File: config.mk
export PLATFORM = sky130hd
export DESIGN_NAME = mna_response_transmitter_vc
export DESIGN_NICKNAME = d
export VERILOG_FILES = /design/src/rtl/mna_response_transmitter_vc.sv
export SDC_FILE = /design/constraint.sdc
export NUM_CORES = 1
export LEC_CHECK = 0
export CORE_MARGIN = 8
export CORE_UTILIZATION = 30
export DETAILED_ROUTE_END_ITERATION = 8
export HOLD_SLACK_MARGIN = 0.15
export MAX_ROUTING_LAYER = met4
export REMOVE_ABC_BUFFERS = 1
export SLEW_MARGIN = 10
export SYNTH_ARGS = -nofsm -noshare
export SYNTH_HDL_FRONTEND = slang
export SYNTH_SLANG_ARGS = --single-unit
File: constraint.sdc
create_clock -name clk -period 3.5 [get_ports clk]
set_input_delay 0.7 -clock clk [delete_from_list [all_inputs] [get_ports clk]]
set_output_delay 0.7 -clock clk [all_outputs]
set_load 0.05 [all_outputs]
File: src/rtl/mna_response_transmitter_vc.sv
`default_nettype none
// ============================================================================
// Module      : mna_response_transmitter_vc
// Description : Master-NA response path. Reassembles two-flit NoC response
//               packets (head + tail) arriving on NUM_VC virtual channels and
//               presents them on AXI4-Lite B and R channels. Separate B and R
//               response FIFOs absorb AXI back-pressure. Per-VC allocatable
//               and on/off flags give the router credit-style flow control.
// Ports       : clk, rst_n (synchronous, active low)
//               is_valid, flit[DATA_WIDTH+1:0], flit_vc[VC_W-1:0] - NoC input
//               is_allocatable[NUM_VC], is_on_off[NUM_VC]     - VC flow control
//               bresp, bvalid, bready                         - AXI B channel
//               rdata, rresp, rvalid, rready                  - AXI R channel
//               proto_err                                     - sticky error flag
//               err_cnt[7:0] (only with MNA_RESP_ERR_CNT_EN)  - error event count
// Options     : `define MNA_RESP_ERR_CNT_EN adds the saturating err_cnt port.
// Flit format : [DATA_WIDTH+1] head, [DATA_WIDTH] write(1)/read(0),
//               head [1:0] resp, tail [DATA_WIDTH-1:0] read data.
// Revision    : 1.0 - initial release
// ============================================================================
module mna_response_transmitter_vc #(
    parameter  int DATA_WIDTH = 32,
    parameter  int NUM_VC     = 4,
    parameter  int FIFO_DEPTH = 4,
    localparam int VC_W       = (NUM_VC > 1) ? $clog2(NUM_VC) : 1
) (
    input  logic                  clk,
    input  logic                  rst_n,
    input  logic                  is_valid,
    input  logic [DATA_WIDTH+1:0] flit,
    input  logic [VC_W-1:0]       flit_vc,
    output logic [NUM_VC-1:0]     is_allocatable,
    output logic [NUM_VC-1:0]     is_on_off,
    output logic [1:0]            bresp,
    output logic                  bvalid,
    input  logic                  bready,
    output logic [DATA_WIDTH-1:0] rdata,
    output logic [1:0]            rresp,
    output logic                  rvalid,
    input  logic                  rready,
    output logic                  proto_err
`ifdef MNA_RESP_ERR_CNT_EN
    ,
    output logic [7:0]            err_cnt
`endif
);

    localparam int FLIT_W = DATA_WIDTH + 2;
    localparam int CNT_W  = $clog2(FIFO_DEPTH + 1);
    localparam int PTR_W  = (FIFO_DEPTH > 1) ? $clog2(FIFO_DEPTH) : 1;
    localparam int PEND_W = $clog2(NUM_VC + 1);
    // Comparison width large enough for both FIFO free space and pending count
    localparam int CMP_W  = ((CNT_W > PEND_W) ? CNT_W : PEND_W) + 1;
    localparam int R_W    = DATA_WIDTH + 2;

    typedef enum logic [0:0] {
        VC_IDLE      = 1'b0,
        VC_HEAD_HELD = 1'b1
    } vc_state_e;

    // ------------------------------------------------------------------
    // State
    // ------------------------------------------------------------------
    vc_state_e         vc_state_q [NUM_VC];
    vc_state_e         vc_state_d [NUM_VC];
    logic [NUM_VC-1:0] hdr_wr_q, hdr_wr_d;
    logic [1:0]        hdr_resp_q [NUM_VC];
    logic [1:0]        hdr_resp_d [NUM_VC];

    logic [1:0]        b_mem_q [FIFO_DEPTH];
    logic [PTR_W-1:0]  b_wr_ptr_q, b_wr_ptr_d;
    logic [PTR_W-1:0]  b_rd_ptr_q, b_rd_ptr_d;
    logic [CNT_W-1:0]  b_cnt_q, b_cnt_d;

    logic [R_W-1:0]    r_mem_q [FIFO_DEPTH];
    logic [PTR_W-1:0]  r_wr_ptr_q, r_wr_ptr_d;
    logic [PTR_W-1:0]  r_rd_ptr_q, r_rd_ptr_d;
    logic [CNT_W-1:0]  r_cnt_q, r_cnt_d;

    logic              proto_err_q, proto_err_d;
`ifdef MNA_RESP_ERR_CNT_EN
    logic [7:0]        err_cnt_q, err_cnt_d;
`endif

    // ------------------------------------------------------------------
    // Flit decode
    // ------------------------------------------------------------------
    logic                  w_head;
    logic                  w_wr_bit;
    logic [1:0]            w_resp;
    logic [DATA_WIDTH-1:0] w_data;
    logic                  w_vc_ok;

    assign w_head   = flit[FLIT_W-1];
    assign w_wr_bit = flit[DATA_WIDTH];
    assign w_resp   = flit[1:0];
    assign w_data   = flit[DATA_WIDTH-1:0];
    // Guards non-power-of-two NUM_VC against a VC index with no channel
    assign w_vc_ok  = (32'(flit_vc) < 32'(NUM_VC));

    // ------------------------------------------------------------------
    // AXI side: FIFO head drives the channel; pop on handshake
    // ------------------------------------------------------------------
    logic w_b_pop, w_r_pop, w_b_full, w_r_full;

    assign bvalid   = (b_cnt_q != '0);
    assign rvalid   = (r_cnt_q != '0);
    assign w_b_pop  = bvalid && bready;
    assign w_r_pop  = rvalid && rready;
    assign w_b_full = (b_cnt_q == CNT_W'(FIFO_DEPTH));
    assign w_r_full = (r_cnt_q == CNT_W'(FIFO_DEPTH));

    // Stale memory contents are masked so an empty channel shows zeros
    assign bresp = bvalid ? b_mem_q[b_rd_ptr_q] : 2'b00;
    assign rresp = rvalid ? r_mem_q[r_rd_ptr_q][R_W-1 -: 2] : 2'b00;
    assign rdata = rvalid ? r_mem_q[r_rd_ptr_q][DATA_WIDTH-1:0] : '0;

    // ------------------------------------------------------------------
    // Per-VC packet reassembly
    // ------------------------------------------------------------------
    logic           w_b_push, w_r_push, w_err_event;
    logic [1:0]     w_b_push_data;
    logic [R_W-1:0] w_r_push_data;

    always_comb begin
        vc_state_d    = vc_state_q;
        hdr_wr_d      = hdr_wr_q;
        hdr_resp_d    = hdr_resp_q;
        w_b_push      = 1'b0;
        w_r_push      = 1'b0;
        w_b_push_data = 2'b00;
        w_r_push_data = '0;
        w_err_event   = 1'b0;

        if (is_valid && !w_vc_ok) begin
            w_err_event = 1'b1;
        end

        for (int v = 0; v < NUM_VC; v++) begin
            if (is_valid && w_vc_ok && (flit_vc == VC_W'(v))) begin
                if (w_head) begin
                    // A second head overwrites the held one but is flagged
                    if (vc_state_q[v] == VC_HEAD_HELD) begin
                        w_err_event = 1'b1;
                    end
                    vc_state_d[v] = VC_HEAD_HELD;
                    hdr_wr_d[v]   = w_wr_bit;
                    hdr_resp_d[v] = w_resp;
                end else if (vc_state_q[v] == VC_IDLE) begin
                    w_err_event = 1'b1;
                end else begin
                    // Tail completes the packet; the VC frees even when the
                    // response has to be dropped
                    vc_state_d[v] = VC_IDLE;
                    if (hdr_wr_q[v]) begin
                        if (!w_b_full || w_b_pop) begin
                            w_b_push      = 1'b1;
                            w_b_push_data = hdr_resp_q[v];
                        end else begin
                            w_err_event = 1'b1;
                        end
                    end else begin
                        if (!w_r_full || w_r_pop) begin
                            w_r_push      = 1'b1;
                            w_r_push_data = {hdr_resp_q[v], w_data};
                        end else begin
                            w_err_event = 1'b1;
                        end
                    end
                end
            end
        end
    end

    // ------------------------------------------------------------------
    // FIFO pointer and count update
    // ------------------------------------------------------------------
    function automatic logic [PTR_W-1:0] ptr_inc(input logic [PTR_W-1:0] p);
        return (p == PTR_W'(FIFO_DEPTH - 1)) ? '0 : p + 1'b1;
    endfunction

    always_comb begin
        b_wr_ptr_d = w_b_push ? ptr_inc(b_wr_ptr_q) : b_wr_ptr_q;
        b_rd_ptr_d = w_b_pop  ? ptr_inc(b_rd_ptr_q) : b_rd_ptr_q;
        r_wr_ptr_d = w_r_push ? ptr_inc(r_wr_ptr_q) : r_wr_ptr_q;
        r_rd_ptr_d = w_r_pop  ? ptr_inc(r_rd_ptr_q) : r_rd_ptr_q;

        case ({w_b_push, w_b_pop})
            2'b10:   b_cnt_d = b_cnt_q + 1'b1;
            2'b01:   b_cnt_d = b_cnt_q - 1'b1;
            default: b_cnt_d = b_cnt_q;
        endcase
        case ({w_r_push, w_r_pop})
            2'b10:   r_cnt_d = r_cnt_q + 1'b1;
            2'b01:   r_cnt_d = r_cnt_q - 1'b1;
            default: r_cnt_d = r_cnt_q;
        endcase

        proto_err_d = proto_err_q | w_err_event;
`ifdef MNA_RESP_ERR_CNT_EN
        err_cnt_d = err_cnt_q;
        if (w_err_event && (err_cnt_q != 8'hFF)) begin
            err_cnt_d = err_cnt_q + 8'd1;
        end
`endif
    end

    // ------------------------------------------------------------------
    // Flow control flags
    // ------------------------------------------------------------------
    logic [CMP_W-1:0] w_pending, w_b_free, w_r_free;

    always_comb begin
        w_pending = '0;
        for (int v = 0; v < NUM_VC; v++) begin
            is_allocatable[v] = (vc_state_q[v] == VC_IDLE);
            if (vc_state_q[v] == VC_HEAD_HELD) begin
                w_pending = w_pending + CMP_W'(1);
            end
        end
        w_b_free = CMP_W'(FIFO_DEPTH) - CMP_W'(b_cnt_q);
        w_r_free = CMP_W'(FIFO_DEPTH) - CMP_W'(r_cnt_q);
        // Strictly greater: every held header still has a slot reserved,
        // plus one for a new head the router may send
        is_on_off = ((w_b_free > w_pending) && (w_r_free > w_pending)) ?
                    {NUM_VC{1'b1}} : {NUM_VC{1'b0}};
    end

    assign proto_err = proto_err_q;
`ifdef MNA_RESP_ERR_CNT_EN
    assign err_cnt = err_cnt_q;
`endif

    // ------------------------------------------------------------------
    // Registers
    // ------------------------------------------------------------------
    always_ff @(posedge clk) begin
        if (!rst_n) begin
            for (int v = 0; v < NUM_VC; v++) begin
                vc_state_q[v] <= VC_IDLE;
                hdr_resp_q[v] <= 2'b00;
            end
            hdr_wr_q    <= '0;
            b_wr_ptr_q  <= '0;
            b_rd_ptr_q  <= '0;
            b_cnt_q     <= '0;
            r_wr_ptr_q  <= '0;
            r_rd_ptr_q  <= '0;
            r_cnt_q     <= '0;
            proto_err_q <= 1'b0;
`ifdef MNA_RESP_ERR_CNT_EN
            err_cnt_q   <= 8'd0;
`endif
        end else begin
            vc_state_q  <= vc_state_d;
            hdr_wr_q    <= hdr_wr_d;
            hdr_resp_q  <= hdr_resp_d;
            b_wr_ptr_q  <= b_wr_ptr_d;
            b_rd_ptr_q  <= b_rd_ptr_d;
            b_cnt_q     <= b_cnt_d;
            r_wr_ptr_q  <= r_wr_ptr_d;
            r_rd_ptr_q  <= r_rd_ptr_d;
            r_cnt_q     <= r_cnt_d;
            proto_err_q <= proto_err_d;
`ifdef MNA_RESP_ERR_CNT_EN
            err_cnt_q   <= err_cnt_d;
`endif
        end
    end

    // FIFO storage needs no reset: entries are only visible once counted
    always_ff @(posedge clk) begin
        if (rst_n && w_b_push) begin
            b_mem_q[b_wr_ptr_q] <= w_b_push_data;
        end
        if (rst_n && w_r_push) begin
            r_mem_q[r_wr_ptr_q] <= w_r_push_data;
        end
    end

endmodule
`default_nettype wire
==> flow_summary.json <==
{
  "layout_skew_ps": 17.8,
  "worst_pin_slew_ps": 538,
  "power-per-cell-area_mw_per_mm2": 443,
  "overflow": 0,
  "timing.critical_path.max_delay_family": "adder cells",
  "finalWirelength_mm": 18.1,
  "cp_slowest_stage_delay_ps": 340,
  "synth-xor-area-share_pct": 0.758,
  "postSynth.asyncResetShare_pct": 0,
  "critical_path.n_buffers_inverters": 3,
  "synth_edf_count": 144,
  "worstPathMaxFanout": 4,
  "postRouteAntennaNets": 0,
  "finalHoldViolations": 0,
  "hold_slack_ps": 523,
  "synthDistinctLibCells": 43,
  "cp-start-kind": "flop",
  "clock_tree_root_buffer_cell": "sky130_fd_sc_hd__clkbuf_16",
  "grt_util_met3_pct": 2.88,
  "violated_checks": "setup timing",
  "fin_ws_ps": -120,
  "placed_cells": 966,
  "clk_pin_slew_worst_paths_ps": 80,
  "timing.final.setup_violations": 4,
  "grt_pass1_wl_mm": 29.0,
  "area_delta_synth_final_pct": 28.9,
  "fp.dieArea_mm2": 0.0325,
  "maxSlewHeadroom_pct": 64.1,
  "timing.critical_path.slowest_stage_cell": "sky130_fd_sc_hd__dfxtp_2",
  "die_w_um": 180,
  "groute.layer.met1.usage_pct": 14.3,
  "synth_seq_cells": 179,
  "timing.critical_path.arrival_ps": 2920,
  "number_of_antenna_violations_at_the_first_check_in_global_routing": 0,
  "synthFlopType": "sky130_fd_sc_hd__edfxtp_1",
  "final_wtd_congestion": 0.868,
  "endpoint_type_of_the_worst_setup_path": "output pin",
  "run_status": "finished, violations left",
  "synth.mux.area_fraction_pct": 12.4,
  "io_pins": 88,
  "route.vias.total": 4771,
  "post_route_cells_drive_above_1_share_pct": 26.2,
  "drt_pre_antenna_iters": 5,
  "placement_rows": 60,
  "worst_ir_drop_vdd_v": 0.000217,
  "final-max-slew-violation-count": 0,
  "global_route.peak_usage_layer": "met2",
  "cts_max_path_buffers": 2,
  "avgSynthCellArea_um2": 15.1,
  "tritoncts": "built",
  "numClockSinks": 179,
  "dp.final_hpwl_mm": 12.2,
  "cap_viol_max_count": 0,
  "achievable_frequency_mhz": 276,
  "synthCells": 534,
  "detailed_place.area_mm2": 0.00967,
  "largest_net_degree_at_the_start_of_global_routing": 36,
  "grt_use_met2_pct": 19.2,
  "min_period_over_period_pct": 103,
  "worstHoldPathType": "flop to flop",
  "clock_tree.htree_level_count": 4,
  "drt_iter0_drc": 293,
  "leakage_nw": 3.86,
  "globalRouteTotalUtil_pct": 11.7,
  "synth_simple_gate_area_share_pct": 12.1,
  "synth_compound_gate_area_share_pct": 4.76,
  "starting_density_of_the_core_pct": 30.3,
  "detail_route.vias_per_cell": 4.76,
  "finish.instance_area_mm2": 0.0104,
  "drc_violation_count_after_routing": 0,
  "y_dimension_of_the_die_um": 180,
  "timing.final.crit_period_ps": 3620,
  "synthAdderAreaFrac_pct": 4.98,
  "coreArea_mm2": 0.0267,
  "insertedDiodeCount": 0,
  "place.port_buffers": 87,
  "cts_made_buffers": 17,
  "seq_area_frac_synth_pct": 62.1,
  "clock_latency_ps": 440,
  "routed_wire_length_per_instance_um": 18.0,
  "stdcell_count": 1002,
  "grt_setup_unrepaired": "true",
  "setup.worst_path.class": "flop to output pin",
  "synth_top_family_by_area": "multiplexers",
  "worstPathRequired_ps": 2800,
  "num-nets-final": 720,
  "crit_chain": "inv_2 > ha_4 > xor2_2 > ha_1 > mux2i_2 > ha_1 > nor2b_2 > o21ai_1 > nand2b_1 > a21oi_2 > nor3_4 > buf_12 > buf_12",
  "grt_pass1_vias": 5190,
  "synthesis.area_mm2": 0.00809,
  "synthesis.yosys.warnings": 0
}
## flip-flops by register name (all words and copies together), names as in the netlist, named ones only
signal      cells
b_rd_ptr_q      2
proto_err       1
r_mem_q       136
hdr_wr_q        4
vc_state_q      4
hdr_resp_q      8
r_rd_ptr_q      2
b_wr_ptr_q      2
b_mem_q         8
r_cnt_q         3
b_cnt_q         3
r_wr_ptr_q      2
## where the power goes
group          switching (W)  internal, W
logic               0.000146     0.000146
registers         0.00000837      0.00228
clock network        0.00102      0.00102
total                0.00117      0.00344
## tightest hold or removal path: cells and delay by family (launching register included)
family,cells,cell delay (ps)
AND/OR/NAND/NOR,1,70
flip-flops,1,350
AO/OA/AOI/OAI,1,60
## final cells by class
class | instances | area, um^2
clock buffers | 17 | 425
clock inverters | 15 | 223
fillers | 2485 | 16300
inverters | 22 | 82.6
multi-input cells | 305 | 2910
flip-flops and latches | 179 | 5030
well taps | 341 | 427
repair buffers | 123 | 1330
## stage by stage
step | setup TNS, ps | setup WS [ps] | power (W) | util (%)
2_1_floorplan | -26160 | -3360 | 0.00246 | -
5_1_grt | -1150 | -287 | 0.00476 | 39.0
4_1_cts | -732 | -184 | 0.00466 | 38.9
3_5_place_dp | -1290 | -323 | 0.00261 | 36.2
6_report | -478 | -120 | 0.00462 | 39.0
3_3_place_gp | -885 | -221 | 0.00260 | 36.2
## synthesized netlist by cell type (4+ instances only)
cell type / count / area share [%]
sky130_fd_sc_hd__mux4_2: 36 / 10
sky130_fd_sc_hd__or3_1: 4 / 0.31
sky130_fd_sc_hd__nand2_1: 19 / 0.88
sky130_fd_sc_hd__edfxtp_1: 144 / 53
sky130_fd_sc_hd__inv_1: 22 / 1.0
sky130_fd_sc_hd__buf_4: 7 / 0.65
sky130_fd_sc_hd__buf_2: 6 / 0.37
sky130_fd_sc_hd__nand3b_1: 4 / 0.37
sky130_fd_sc_hd__nor2b_1: 55 / 4.3
sky130_fd_sc_hd__nor3_1: 5 / 0.31
sky130_fd_sc_hd__mux2i_1: 19 / 2.4
sky130_fd_sc_hd__a211oi_2: 4 / 0.62
sky130_fd_sc_hd__ha_1: 29 / 4.5
sky130_fd_sc_hd__o21ai_0: 9 / 0.56
sky130_fd_sc_hd__and3b_1: 5 / 0.54
sky130_fd_sc_hd__xnor2_1: 4 / 0.43
sky130_fd_sc_hd__nand3_1: 5 / 0.31
sky130_fd_sc_hd__clkbuf_1: 15 / 0.70
sky130_fd_sc_hd__nand2b_1: 6 / 0.46
sky130_fd_sc_hd__a21oi_1: 15 / 0.93
sky130_fd_sc_hd__and2_1: 45 / 3.5
sky130_fd_sc_hd__a21boi_0: 5 / 0.46
sky130_fd_sc_hd__dfxtp_1: 35 / 8.7
sky130_fd_sc_hd__nor2_1: 5 / 0.23
## cells in the final DEF, fill, tap and decap left out, types with 5 or more instances in the layout
master	netlist	routed
sky130_fd_sc_hd__edfxtp_1	144	144
sky130_fd_sc_hd__nor2b_1	55	54
sky130_fd_sc_hd__buf_4	7	52
sky130_fd_sc_hd__clkdlybuf4s50_1	0	48
sky130_fd_sc_hd__and2_1	45	45
sky130_fd_sc_hd__mux4_2	36	36
sky130_fd_sc_hd__dfxtp_1	35	31
sky130_fd_sc_hd__ha_1	29	27
sky130_fd_sc_hd__buf_12	0	23
sky130_fd_sc_hd__inv_1	22	20
sky130_fd_sc_hd__nand2_1	19	19
sky130_fd_sc_hd__mux2i_1	19	18
sky130_fd_sc_hd__clkbuf_16	0	17
sky130_fd_sc_hd__a21oi_1	15	12
sky130_fd_sc_hd__o21ai_0	9	7
sky130_fd_sc_hd__inv_12	0	7
sky130_fd_sc_hd__nand2b_1	6	6
sky130_fd_sc_hd__nand3_1	5	5
sky130_fd_sc_hd__a21boi_0	5	5
## metal layers
metal  vias to the layer above  routed length [um]
li1                       2212                   -
met1                      2394                8150
met2                       145                8860
met3                        20                 886
met4                         0                 191
met5                         -                   0
## path summary, 6_finish.rpt
kind                                     from             to  slack [ps]  cells past startpoint
worst max-delay path            vc_state_q[2]   is_on_off[0]        -120                     13
worst min-delay path            b_wr_ptr_q[0]  b_wr_ptr_q[0]         520                      2
worst max register to register     r_cnt_q[0]     r_cnt_q[2]         310                     13
worst min register to register  b_wr_ptr_q[0]  b_wr_ptr_q[0]         520                      2
## what timing repair did
| item | in CTS | in global routing |
|---|---|---|
| resized for setup | 12 | 7 |
| hold buffers | 0 | 0 |
| buffers inserted | 3 | 2 |
| pin swaps | 7 | 5 |
| setup endpoints to repair | 4 | 4 |
## kinds of logic after synthesis
| group | Yosys count |
|---|---|
| flops | 179 |
| buf+inv | 51 |
| xor+xnor | 7 |
| other cells | 1 |
| compound gates | 49 |
| fa+ha+maj | 31 |
| mux | 55 |
| simple gates | 161 |
Note: power is estimated with default switching activity, not from simulation.
